==> src/rtl/qerv_mdu_serial.sv <==
// qerv_mdu_serial
// ---------------
// Multi-cycle M-extension unit that sits beside the core on its MDU port.
// The core raises i_mdu_valid with both operands and funct3. The unit then
// computes the result one bit per clock and reports it with a single-cycle
// o_mdu_ready pulse.
//
// Multiply uses a 64-bit shift-add that takes the multiplier LSB first.
// Divide uses a restoring divider that produces the quotient MSB first.
// Both run on unsigned magnitudes. The sign is fixed up on the final
// iteration.
//
// Build option:
//   QERV_MDU_DIV_EN  defined   -> full divider (DIV/DIVU/REM/REMU)
//                    undefined -> no divider; funct3[2]=1 completes
//                                 at once with a zero result
//
// Parameters:
//   RESET_STRATEGY   "MINI" : o_mdu_rd is cleared by reset
//                    "NONE" : o_mdu_rd is left unreset
//   The FSM state, the counter and o_mdu_ready are always reset.
//   The operand and accumulator registers are never reset.
//
// Ports:
//   clk           clock
//   i_rst         asynchronous active-high reset
//   i_mdu_valid   request, held with stable operands until ready
//   i_mdu_rs1     operand A
//   i_mdu_rs2     operand B
//   i_mdu_funct3  0 MUL,1 MULH,2 MULHSU,3 MULHU,4 DIV,5 DIVU,6 REM,7 REMU
//   o_mdu_rd      result, valid while o_mdu_ready is high
//   o_mdu_ready   one-cycle completion pulse (registered)

module qerv_mdu_serial #(
  parameter RESET_STRATEGY = "MINI"
) (
  input  logic        clk,
  input  logic        i_rst,
  input  logic        i_mdu_valid,
  input  logic [31:0] i_mdu_rs1,
  input  logic [31:0] i_mdu_rs2,
  input  logic [2:0]  i_mdu_funct3,
  output logic [31:0] o_mdu_rd,
  output logic        o_mdu_ready
);

  typedef enum logic [1:0] {IDLE, CALC, DONE} state_t;

  state_t      state;
  state_t      state_next;
  logic [4:0]  counter;

  logic [31:0] opnd;
  logic [63:0] prod;
  logic        neg;
  logic [1:0]  op;
`ifdef QERV_MDU_DIV_EN
  logic        is_div;
`endif

  logic        accept;
  logic        step;
  logic        last;

  logic        rs1_signed;
  logic        rs2_signed;
  logic [31:0] rs1_mag;
  logic [31:0] rs2_mag;
  logic        neg_in;
  logic        special;
  logic [31:0] special_rd;

  logic [32:0] mul_sum;
  logic [63:0] mul_next;
`ifdef QERV_MDU_DIV_EN
  logic [33:0] div_diff;
  logic [63:0] div_next;
  logic [31:0] div_sel;
`endif
  logic [63:0] step_next;
  logic [63:0] signed_prod;
  logic [31:0] final_rd;

  logic        rd_load;
  logic [31:0] rd_value;

  // Request decode. This works out which operands are taken as signed and
  // whether the final magnitude must be negated. MUL keeps raw operands and
  // never negates, because the low product word is the same for signed and
  // unsigned operands.
  always_comb begin
    rs1_signed = 1'b0;
    rs2_signed = 1'b0;
    neg_in     = 1'b0;
    case (i_mdu_funct3)
      3'd1: begin
        rs1_signed = 1'b1;
        rs2_signed = 1'b1;
        neg_in     = i_mdu_rs1[31] ^ i_mdu_rs2[31];
      end
      3'd2: begin
        rs1_signed = 1'b1;
        neg_in     = i_mdu_rs1[31];
      end
      3'd4: begin
        rs1_signed = 1'b1;
        rs2_signed = 1'b1;
        neg_in     = i_mdu_rs1[31] ^ i_mdu_rs2[31];
      end
      3'd6: begin
        rs1_signed = 1'b1;
        rs2_signed = 1'b1;
        neg_in     = i_mdu_rs1[31];
      end
      default: begin
        rs1_signed = 1'b0;
        rs2_signed = 1'b0;
        neg_in     = 1'b0;
      end
    endcase
    rs1_mag = (rs1_signed && i_mdu_rs1[31]) ? (32'd0 - i_mdu_rs1) : i_mdu_rs1;
    rs2_mag = (rs2_signed && i_mdu_rs2[31]) ? (32'd0 - i_mdu_rs2) : i_mdu_rs2;
  end

  // Operations whose result is known at acceptance skip the CALC state.
  always_comb begin
    special    = 1'b0;
    special_rd = 32'd0;
`ifdef QERV_MDU_DIV_EN
    if (i_mdu_funct3[2]) begin
      if (i_mdu_rs2 == 32'd0) begin
        special    = 1'b1;
        special_rd = i_mdu_funct3[1] ? i_mdu_rs1 : 32'hFFFF_FFFF;
      end else if (!i_mdu_funct3[0] && i_mdu_rs1 == 32'h8000_0000 &&
                   i_mdu_rs2 == 32'hFFFF_FFFF) begin
        special    = 1'b1;
        special_rd = i_mdu_funct3[1] ? 32'd0 : 32'h8000_0000;
      end
    end
`else
    special    = i_mdu_funct3[2];
    special_rd = 32'd0;
`endif
  end

  // FSM state register.
  always_ff @(posedge clk or posedge i_rst) begin
    if (i_rst) state <= IDLE;
    else       state <= state_next;
  end

  // FSM next-state logic. DONE always returns to IDLE, so a valid that is
  // still high on the edge leaving DONE cannot start a second operation.
  always_comb begin
    state_next = state;
    case (state)
      IDLE:    if (i_mdu_valid) state_next = special ? DONE : CALC;
      CALC:    if (counter == 5'd31) state_next = DONE;
      DONE:    state_next = IDLE;
      default: state_next = IDLE;
    endcase
  end

  // FSM output decode. These are the control strobes for the datapath.
  always_comb begin
    accept = (state == IDLE) && i_mdu_valid;
    step   = (state == CALC);
    last   = (state == CALC) && (counter == 5'd31);
  end

  always_ff @(posedge clk or posedge i_rst) begin
    if (i_rst) begin
      counter     <= 5'd0;
      o_mdu_ready <= 1'b0;
    end else begin
      if (accept)    counter <= 5'd0;
      else if (step) counter <= counter + 5'd1;
      o_mdu_ready <= (state_next == DONE);
    end
  end

  // One iteration of each algorithm. prod holds {acc_hi, multiplier} for a
  // multiply and {partial_remainder, dividend/quotient} for a divide.
  // The partial remainder plus the incoming dividend bit needs 33 bits. One
  // extra bit on top of that exposes the borrow of the trial subtraction.
  always_comb begin
    mul_sum  = {1'b0, prod[63:32]} + (prod[0] ? {1'b0, opnd} : 33'd0);
    mul_next = {mul_sum, prod[31:1]};
`ifdef QERV_MDU_DIV_EN
    div_diff = {1'b0, prod[63:31]} - {2'b00, opnd};
    div_next = div_diff[33] ? {prod[62:0], 1'b0}
                            : {div_diff[31:0], prod[30:0], 1'b1};
`endif
    step_next = mul_next;
`ifdef QERV_MDU_DIV_EN
    if (is_div) step_next = div_next;
`endif
    signed_prod = neg ? (64'd0 - step_next) : step_next;
    final_rd    = (op == 2'b00) ? signed_prod[31:0] : signed_prod[63:32];
`ifdef QERV_MDU_DIV_EN
    div_sel = op[1] ? step_next[63:32] : step_next[31:0];
    if (is_div) final_rd = neg ? (32'd0 - div_sel) : div_sel;
`endif
  end

  // Unreset datapath. All inputs are captured at acceptance, so later
  // changes to the operands or funct3 have no effect.
  always_ff @(posedge clk) begin
    if (accept) begin
      neg <= neg_in;
      op  <= i_mdu_funct3[1:0];
`ifdef QERV_MDU_DIV_EN
      is_div <= i_mdu_funct3[2];
      opnd   <= i_mdu_funct3[2] ? rs2_mag : rs1_mag;
      prod   <= {32'd0, (i_mdu_funct3[2] ? rs1_mag : rs2_mag)};
`else
      opnd <= rs1_mag;
      prod <= {32'd0, rs2_mag};
`endif
    end else if (step) begin
      prod <= step_next;
    end
  end

  always_comb begin
    rd_load  = (accept && special) || last;
    rd_value = accept ? special_rd : final_rd;
  end

  generate
    if (RESET_STRATEGY == "NONE") begin : g_rd_noreset
      always_ff @(posedge clk) begin
        if (rd_load) o_mdu_rd <= rd_value;
      end
    end else begin : g_rd_reset
      always_ff @(posedge clk or posedge i_rst) begin
        if (i_rst)        o_mdu_rd <= 32'd0;
        else if (rd_load) o_mdu_rd <= rd_value;
      end
    end
  endgenerate

endmodule

==> config.mk <==
export PLATFORM = sky130hd
export DESIGN_NAME = qerv_mdu_serial
export DESIGN_NICKNAME = d
export VERILOG_FILES = /design/src/rtl/qerv_mdu_serial.sv
export SDC_FILE = /design/constraint.sdc
export NUM_CORES = 1
export LEC_CHECK = 0
export BUFFER_PORTS_ARGS = -buffer_cell sky130_fd_sc_hd__buf_2
export CORE_UTILIZATION = 45
export DETAILED_ROUTE_END_ITERATION = 10
export HOLD_SLACK_MARGIN = 0.12
export PLACE_DENSITY = 0.6
export SLEW_MARGIN = 30
export SYNTH_ARGS = -nofsm -noshare
export SYNTH_HDL_FRONTEND = slang
export SYNTH_SLANG_ARGS = --single-unit
==> constraint.sdc <==
create_clock -name clk -period 5.6 [get_ports clk]
set_input_delay 0.56 -clock clk [delete_from_list [all_inputs] [get_ports clk]]
set_output_delay 0.56 -clock clk [all_outputs]
set_load 0.02 [all_outputs]
==> run summary, run 1 <==
Top cell type by total area after synthesis: edfxtp_1
Ant diodes: 0
Switch share: 0.4448
Final ANT Viol Nets: 0
PwrDens: 507.4 nW/um^2
Width of the chip: 154.1 um
Num CTS Buffers: 17
Setup TNS: 0 ps
Hold Slack: 264.2 ps
Async set-reset flop share out of synthesis: 0.2878
Routed len/inst: 18.05 um
Max rail drop VDD: 0.3165 mV
Worst-path fanout max: 32
Crit path time final: 4823 ps
CTS tree: yes
DIE AREA: 23740 sq um
Initial DRC count: 687
Die Ht: 154.1 um
WS Path Type: flip-flop to flip-flop
Top-level port count: 103
Vias/cell: 5.842
Initial core utilization: 0.4596
Vias in the first global route: 8732
Final WL: 28.52 mm
Proportion of power drawn by the clock network: 0.205
Register area share after synthesis: 0.3511
Post-CTS setup repair buffer count: 0
Clock skew: 9.366 ps
Rows: 55
Layout cells sized above 1: 0.1421
CTS resizes: 0
Hold buffers post-CTS: 0
Syn-to-layout area delta: 12.78%
Max Cap Viol: 0
DR vias: 9231
Share of the synthesized area in the top cell type: 0.1933
Final hold viol count: 0
Hold WC Path Type: primary input to async pin
Synth cell types: 88
Clk buf depth: 2
Number of synthesized flops with an enable pin: 67
Final Cycle Share: 0.8612
Routability congestion estimate: 0.8872
Syn Area/Cell: 8.672 sq um
Finished Layout Cells: 1580
Crit path max-delay cell type: edfxtp_1
# fillers: 2166
Port bufs: 102
Net Sw Power: 2.649 mW
Setup crit end kind: flip-flop
RSZ-0062 raised after global routing: no
Clk pin slew, worst setup/hold paths: 60 ps
Mapped Nets: 1308
Tot Pwr: 5.955 mW
Pleak: 4.794 nW
Worst Max-Slew Pin Slew: 915.4 ps
Mapped Area: 10410 sq um
Largest net degree at the start of global routing: 62
CTS Sinks: 139
Global-route wire length before repair: 45.91 mm
Crit-path max cell delay: 790 ps
Initial antenna violation count: 0
Nets: 1390
Worst Path Required: 5880 ps
Main area contributors after synthesis: edfxtp_1 19%, dfrtp_1 9.6%, dfxtp_1 6.2%, xor2_1 6.1%, nand2_1 5.9%
Inst Count DP: 1548
CTS H-tree lvls: 4
Setup violations, final: 0
Comb power frac: 0.505
Fmax: 207.4 MHz
Top_reg_cell synth: edfxtp_1
Seq cells post-synth: 139
Core area: 22640 sq um
Slew Limit Fails: 0
CTS Root Cell: clkbuf_16
DR pass1 iterations: 5
Ys Warns: 0
Gate Count Post-Synth: 1200
Count leader, synth: nand2_1
GRT Total Usage: 0.2452
Arrival @ worst endpoint: 5100 ps
Hpwl dp: 21.70 mm
Most instantiated cells after synthesis: 163 x nand2_1, 117 x o21ai_0, 81 x nor2_1, 79 x a21oi_1, 72 x xor2_1
Seq pwr share: 0.290
Slew HR: 0.3897
Type of origin of the critical path: flip-flop
Status: complete, no violations
GRT overflow: 0
Internal: 3.306 mW
Ordered cell list for the critical path: and2_1 > ha_1 > inv_1 > fa_1 > nand2b_1 > a211o_1 > a211oi_1 > o21ai_0 > a222oi_1 > and4_1 > nand2_1 > o31ai_1 > xnor2_1 > o221ai_1
DRC errors left: 0
Clk Latency, worst-skew pair: 420 ps
==> path summary, 6_finish.rpt <==
check / start / endpoint / slack (ps) / cells past startpoint
setup / recovery: prod[0] / o_mdu_rd[24] / 780 / 14
hold / removal: i_rst / o_mdu_rd[12] / 260 / 3
setup reg to reg: prod[0] / o_mdu_rd[24] / 780 / 14
hold reg to reg: prod[63] / prod[63] / 460 / 2
max in group asynchronous: i_rst / o_mdu_rd[19] / 4940 / 3
min in group clk: i_mdu_funct3[1] / op[1] / 360 / 1
==> power by group through the flow <==
| stage | Combinational (mW) | Sequential (mW) | Clock, mW |
|---|---|---|---|
| 2_1_floorplan | 2.28 | 1.64 | 0 |
| 3_3_place_gp | 2.97 | 1.74 | 0 |
| 3_5_place_dp | 2.98 | 1.74 | 0 |
| 4_1_cts | 3.00 | 1.73 | 1.24 |
| 5_1_grt | 3.31 | 1.77 | 1.28 |
| 6_report | 3.01 | 1.73 | 1.22 |
==> placed cells by master (no fill, tap or decap), types with 8 or more instances in the layout <==
cell	instances
nand2b_1	13
or4_1	10
nor4_1	10
a21oi_1	78
nand3_1	14
o21ai_1	19
clkbuf_16	17
ha_1	37
nor2b_1	8
and4_1	9
edfxtp_1	67
dfxtp_1	32
nor3_1	23
xnor2_1	57
o21a_1	8
dfrtp_1	40
nor2_1	81
xor2_1	72
buf_4	11
and2_1	51
o221ai_1	10
a21o_1	17
nand4_1	9
inv_1	22
nand2_1	163
o41ai_1	12
o31ai_1	24
o21ai_0	117
or3_1	10
buf_2	102
a211oi_1	9
a22o_1	18
==> final cells by class <==
type	count	area (sq um)	area share
multi-input cells	987	6421	0.5471
flip-flops and latches	139	3654	0.3113
repair buffers	113	593.1	0.05053
clock buffers	18	429.2	0.03657
well taps	285	356.6	0.03038
clock inverters	14	192.7	0.01642
inverters	24	90.09	0.007676
==> state kept, by name, indices dropped and copies added, names as in the netlist <==
signal / cells
o_mdu_rd: 32
counter: 5
opnd: 32
neg: 1
state: 2
prod: 64
o_mdu_ready: 1
op: 2
==> kinds of logic (layout without fill, tap and decap cells) <==
group	Yosys count	after routing	share of synthesized area
muxes	5	5	0.004810
buffers and inverters	74	169	0.03331
xor gates and xnor gates	130	130	0.1112
AOI/OAI and AO/OA	371	371	0.2352
adders and majority gates	38	38	0.04641
and+or+nand+nor	443	443	0.2180
DFF	139	139	0.3511
==> routing by layer <==
metal	share of wire	routed length [um]	track usage
met5	0	0	0
met4	0.013	376	0.06286
met3	0.039	1102	0.03100
met2	0.47	13370	0.4011
met1	0.48	13670	0.3415
==> stage by stage <==
stage | setup slack [ps] | util | cell area [sq um]
global placement | 988.5 | 0.4909 | 11110
finish | 777.5 | 0.5184 | 11740
CTS | 802.0 | 0.5184 | 11740
global route | 288.3 | 0.5184 | 11740
detailed placement | 882.6 | 0.4909 | 11110
floorplan | 1675 | - | 10410
==> critical path, delay by kind of cell, from the launching register on <==
kind	cells	cell delay (ps)
compound gates	6	2180
xor+xnor	1	190
fa+ha+maj	2	540
buf+inv	1	50
flops	1	790
simple gates	4	930
No activity file was read; power rests on OpenSTA's default activity.
==> run 2, diff against run 1 <==
- CORE_UTILIZATION: 45 -> 40
- PLACE_DENSITY: 0.6 -> 0.55
==> run summary, run 2 (synthesis gave the netlist of run 1 again) <==
Status: complete, no violations
Final WL: 28.80 mm
Port bufs: 102
Rows: 58
CTS Root Cell: clkbuf_16
DRC errors left: 0
Most common cell after layout, fill and taps aside: nand2_1
Post-CTS setup repair buffer count: 0
Worst Max-Slew Pin Slew: 950.7 ps
Setup violations, final: 0
Arrival @ worst endpoint: 5090 ps
Vias/cell: 5.567
WS Path Type: flip-flop to flip-flop
Hold buffers post-CTS: 0
Type of origin of the critical path: flip-flop
Register name with the most flops: prod
Net Sw Power: 2.635 mW
CTS Sinks: 139
Most used cell, CP: a211oi_1
Max rail drop VDD: 0.2393 mV
PwrDens: 505.7 nW/um^2
Most frequent cells in the layout: 163 x nand2_1, 117 x o21ai_0, 102 x buf_2, 81 x nor2_1, 78 x a21oi_1
Switch share: 0.4413
Reg2reg setup slack: 810 ps
Initial antenna violation count: 0
DIE AREA: 26670 sq um
DR pass1 iterations: 8
Internal: 3.336 mW
CTS resizes: 0
Hold WC Path Type: primary input to async pin
Largest net degree at the start of global routing: 62
Final core utilization: 0.4662
Biggest regs: prod x64, o_mdu_rd x32, opnd x32
Hpwl dp: 22.04 mm
CTS tree: yes
Pleak: 4.799 nW
Num CTS Buffers: 17
Initial core utilization: 0.4109
Setup TNS: 0 ps
Crit path time final: 4792 ps
Final hold viol count: 0
Final ANT Viol Nets: 0
Comb power frac: 0.505
Die Ht: 163.3 um
Routed len/inst: 17.71 um
Max Cap Viol: 0
Layout cells sized above 1: 0.1412
Ordered cell list for the critical path: and2_1 > ha_1 > inv_1 > fa_1 > nand2b_1 > a211o_1 > a211oi_1 > o21ai_0 > a222oi_1 > and4b_1 > nand3_1 > nor4_1 > mux2i_1 > a211oi_1
Ant diodes: 0
Clk buf depth: 2
Worst-path fanout max: 32
GRT Total Usage: 0.2216
Slew Limit Fails: 0
Crit-path max cell delay: 770 ps
R2r worst-path depth: 14
Nets: 1391
Slew HR: 0.3662
Proportion of power drawn by the clock network: 0.206
Initial DRC count: 651
Seq pwr share: 0.289
RSZ-0062 raised after global routing: no
Worst r2r dst: o_mdu_rd[30]
Top-level port count: 103
DR vias: 9052
Worst path bufs/invs: 1
CP delay by family, top: compound AO/OA/AOI/OAI gates
Fmax: 208.7 MHz
Routability congestion estimate: 0.8706
Core area: 25330 sq um
Clk Latency, worst-skew pair: 430 ps
Syn-to-layout area delta: 13.47%
Vias in the first global route: 8624
Worst Path Required: 5890 ps
Clk pin slew, worst setup/hold paths: 60 ps
CTS H-tree lvls: 4
Clock skew: 11.12 ps
Setup crit end kind: flip-flop
Max FFs per register: 64
Global-route wire length before repair: 45.97 mm
Width of the chip: 163.3 um
Crit path max-delay cell type: edfxtp_1
R2R Path Start: prod[0]
Final Cycle Share: 0.8558
GRT overflow: 0
## run 2: cell count changes in the layout (fill, tap and decap cells not counted), sizes merged
cell    change
clkinv      -2
buf         +1
inv         -2
clkbuf      +4
## run 2: how the worst max path moves through the flow
stage | from | end | slack [ps] | cells past startpoint
floorplan | prod[0] | o_mdu_rd[31] | 1670 | 15
global placement | prod[0] | o_mdu_rd[30] | 910 | 14
detailed placement | prod[0] | o_mdu_rd[30] | 830 | 14
CTS | prod[0] | o_mdu_rd[30] | 800 | 14
global route | prod[0] | o_mdu_rd[30] | 230 | 14
finish | prod[0] | o_mdu_rd[30] | 810 | 14
## run 2: power by group through the flow
stage | clock network (mW) | logic [mW] | registers [mW]
6_report | 1.23 | 3.02 | 1.73
5_1_grt | 1.30 | 3.35 | 1.77
4_1_cts | 1.25 | 3.02 | 1.73
3_5_place_dp | 0 | 3.00 | 1.74
3_3_place_gp | 0 | 3.00 | 1.74
2_1_floorplan | 0 | 2.28 | 1.64
## run 2: tightest hold or removal path, stage by stage
cell	delay [ps]
buf_2	100
inv_1	40
buf_4	450
## run 2: final cells by class
| class | instances | area [sq um] |
|---|---|---|
| clock buffer | 22 | 464.2 |
| clock inverter | 10 | 165.2 |
| fill | 2511 | 13520 |
| inverter | 24 | 90.09 |
| multi-input combinational | 987 | 6421 |
| sequential | 139 | 3654 |
| tap | 330 | 412.9 |
| timing repair buffer | 114 | 600.6 |
## run 2: layer usage
| layer | vias to the layer above | routed length, um | global-route usage |
|---|---|---|---|
| met2 | 197 | 13450 | 0.3527 |
| met1 | 4254 | 13730 | 0.3123 |
| met3 | 32 | 1142 | 0.03022 |
| met5 | - | 0 | 0 |
| li1 | 4569 | - | - |
| met4 | 0 | 485 | 0.06075 |
## run 2: metrics by stage
step / cells / hold slack [ps] / power (mW) / instance area (sq um) / setup slack (ps)
floorplan: 1200 / 431.5 / 3.924 / 10410 / 1675
global placement: 1594 / 445.3 / 4.741 / 11180 / 912.1
detailed placement: 1594 / 454.0 / 4.746 / 11180 / 831.0
CTS: 1626 / 282.1 / 5.996 / 11810 / 795.1
global route: 1626 / 316.2 / 6.415 / 11810 / 227.3
finish: 1626 / 262.2 / 5.971 / 11810 / 807.6
==> run 3, diff against run 2 <==
- RECOVER_POWER: not set -> 50
==> run summary, run 3 (synthesis gave the netlist of run 1 again) <==
Status: finished with violations
Failing checks: max-capacitance violations, max-slew violations
Worst r2r dst: o_mdu_rd[30]
WS Path Type: flip-flop to flip-flop
R2R Path Start: prod[0]
Worst Max-Slew Pin Slew: 2333 ps
Final WL: 28.86 mm
Rows: 58
Clk Latency, worst-skew pair: 430 ps
Hold Path Cell Cnt: 1
GRT overflow: 0
DIE AREA: 26670 sq um
Top-level port count: 103
Port bufs: 102
Register name with the most flops: prod
DRC errors left: 0
Biggest regs: prod x64, o_mdu_rd x32, opnd x32
Slew HR: -0.5554
Pleak: 4.618 nW
Switch share: 0.4419
CTS H-tree lvls: 4
Internal: 3.332 mW
Routability congestion estimate: 0.8706
Max FFs per register: 64
Vias/cell: 5.568
CTS tree: yes
Clk pin slew, worst setup/hold paths: 60 ps
Largest net degree at the start of global routing: 62
Core area: 25330 sq um
Routed len/inst: 17.75 um
RSZ-0062 raised after global routing: no
Layout cells sized above 1: 0.1073
Worst Path Required: 5890 ps
Worst-path fanout max: 32
M2 GR Usage: 0.3527
Final hold viol count: 0
GRT Total Usage: 0.2216
GR peak layer: met2
Setup Slack @ Placement: 831.0 ps
Slew Limit Fails: 111
Final core utilization: 0.4635
Hold WC Path Type: primary input to flip-flop
Num CTS Buffers: 17
# fillers: 2536
Post-CTS setup repair buffer count: 0
Max rail drop VDD: 0.2222 mV
Clk buf depth: 2
Global-route wire length before repair: 45.97 mm
Seq pwr share: 0.290
Initial DRC count: 597
Setup WS post-layout: 790.0 ps
Vias in the first global route: 8624
Hpwl dp: 22.04 mm
Setup violations, final: 0
CTS Root Cell: clkbuf_16
CTS resizes: 0
DR vias: 9054
Ant diodes: 0
Most frequent cells in the layout: 163 x nand2_1, 117 x o21ai_0, 81 x nor2_1, 78 x a21oi_1, 72 x xor2_1
Final ANT Viol Nets: 0
Setup crit end kind: flip-flop
Hold Slack: 414.4 ps
Arrival @ worst endpoint: 5100 ps
Reg2reg setup slack: 790 ps
Initial antenna violation count: 0
Comb power frac: 0.504
R2r worst-path depth: 14
Global-route track usage on met1: 0.3123
GR Util met3: 0.03022
DR pass1 iterations: 7
Width of the chip: 163.3 um
Proportion of power drawn by the clock network: 0.206
Die Ht: 163.3 um
Syn-to-layout area delta: 12.82%
Setup TNS: 0 ps
Max Cap Viol: 3
Most common cell after layout, fill and taps aside: nand2_1
Initial core utilization: 0.4109
PwrDens: 508.5 nW/um^2
CTS Sinks: 139
Hold Crit Start: i_mdu_funct3[1]
Type of origin of the critical path: flip-flop
Final Cycle Share: 0.8589
Crit path time final: 4810 ps
Hold buffers post-CTS: 0
Clock skew: 8.926 ps
Net Sw Power: 2.638 mW
Nets: 1391
Hold EP: op[1]
Fmax: 207.9 MHz
-- run 3: cell types whose count changed in the layout (fill, tap and decap cells not counted) --
cell	change
buf_2	-39
and2_1	-1
and2_0	+1
buf_4	-5
clkbuf_1	+44
-- run 3: stage by stage --
stage / std cells / power (mW) / area (sq um)
2_1_floorplan: 1200 / 3.924 / 10410
4_1_cts: 1626 / 5.996 / 11810
3_3_place_gp: 1594 / 4.741 / 11180
5_1_grt: 1626 / 6.411 / 11740
3_5_place_dp: 1594 / 4.746 / 11180
6_report: 1626 / 5.969 / 11740
-- run 3: critical path: stages (launching register included) --
cell,delay (ps)
edfxtp_1,770
and2_1,230
ha_1,160
inv_1,50
fa_1,390
nand2b_1,180
a211o_1,350
a211oi_1,520
o21ai_0,220
a222oi_1,620
and4b_1,290
nand3_1,110
nor4_1,480
mux2i_1,250
a211oi_1,70
-- run 3: power groups by stage --
stage               sequential, mW  clock [mW]  combinational [mW]
finish                        1.73        1.23                3.01
global route                  1.78        1.30                3.34
CTS                           1.73        1.25                3.02
detailed placement            1.74           0                3.00
global placement              1.74           0                3.00
floorplan                     1.64           0                2.28
-- run 3: metal layers --
| layer | wire length, um | part of all wire |
|---|---|---|
| met5 | 0 | 0 |
| met4 | 459 | 0.016 |
| met3 | 1081 | 0.037 |
| met2 | 13430 | 0.47 |
| met1 | 13890 | 0.48 |
-- run 3: worst max-delay path by stage --
| stage | cells after the start | end | start | slack [ps] |
|---|---|---|---|---|
| 2_1_floorplan | 15 | o_mdu_rd[31] | prod[0] | 1670 |
| 3_3_place_gp | 14 | o_mdu_rd[30] | prod[0] | 910 |
| 3_5_place_dp | 14 | o_mdu_rd[30] | prod[0] | 830 |
| 4_1_cts | 14 | o_mdu_rd[30] | prod[0] | 800 |
| 5_1_grt | 14 | o_mdu_rd[30] | prod[0] | 230 |
| 6_report | 14 | o_mdu_rd[30] | prod[0] | 790 |
-- run 3: final cells by class --
| cell class | instances | area, sq um | share of cell area |
|---|---|---|---|
| Multi-Input combinational cell | 987 | 6421 | 0.5469 |
| Clock buffer | 22 | 464.2 | 0.03954 |
| Clock inverter | 10 | 165.2 | 0.01407 |
| Tap cell | 330 | 412.9 | 0.03517 |
| Timing Repair Buffer | 114 | 533.0 | 0.04540 |
| Sequential cell | 139 | 3654 | 0.3112 |
| Inverter | 24 | 90.09 | 0.007673 |
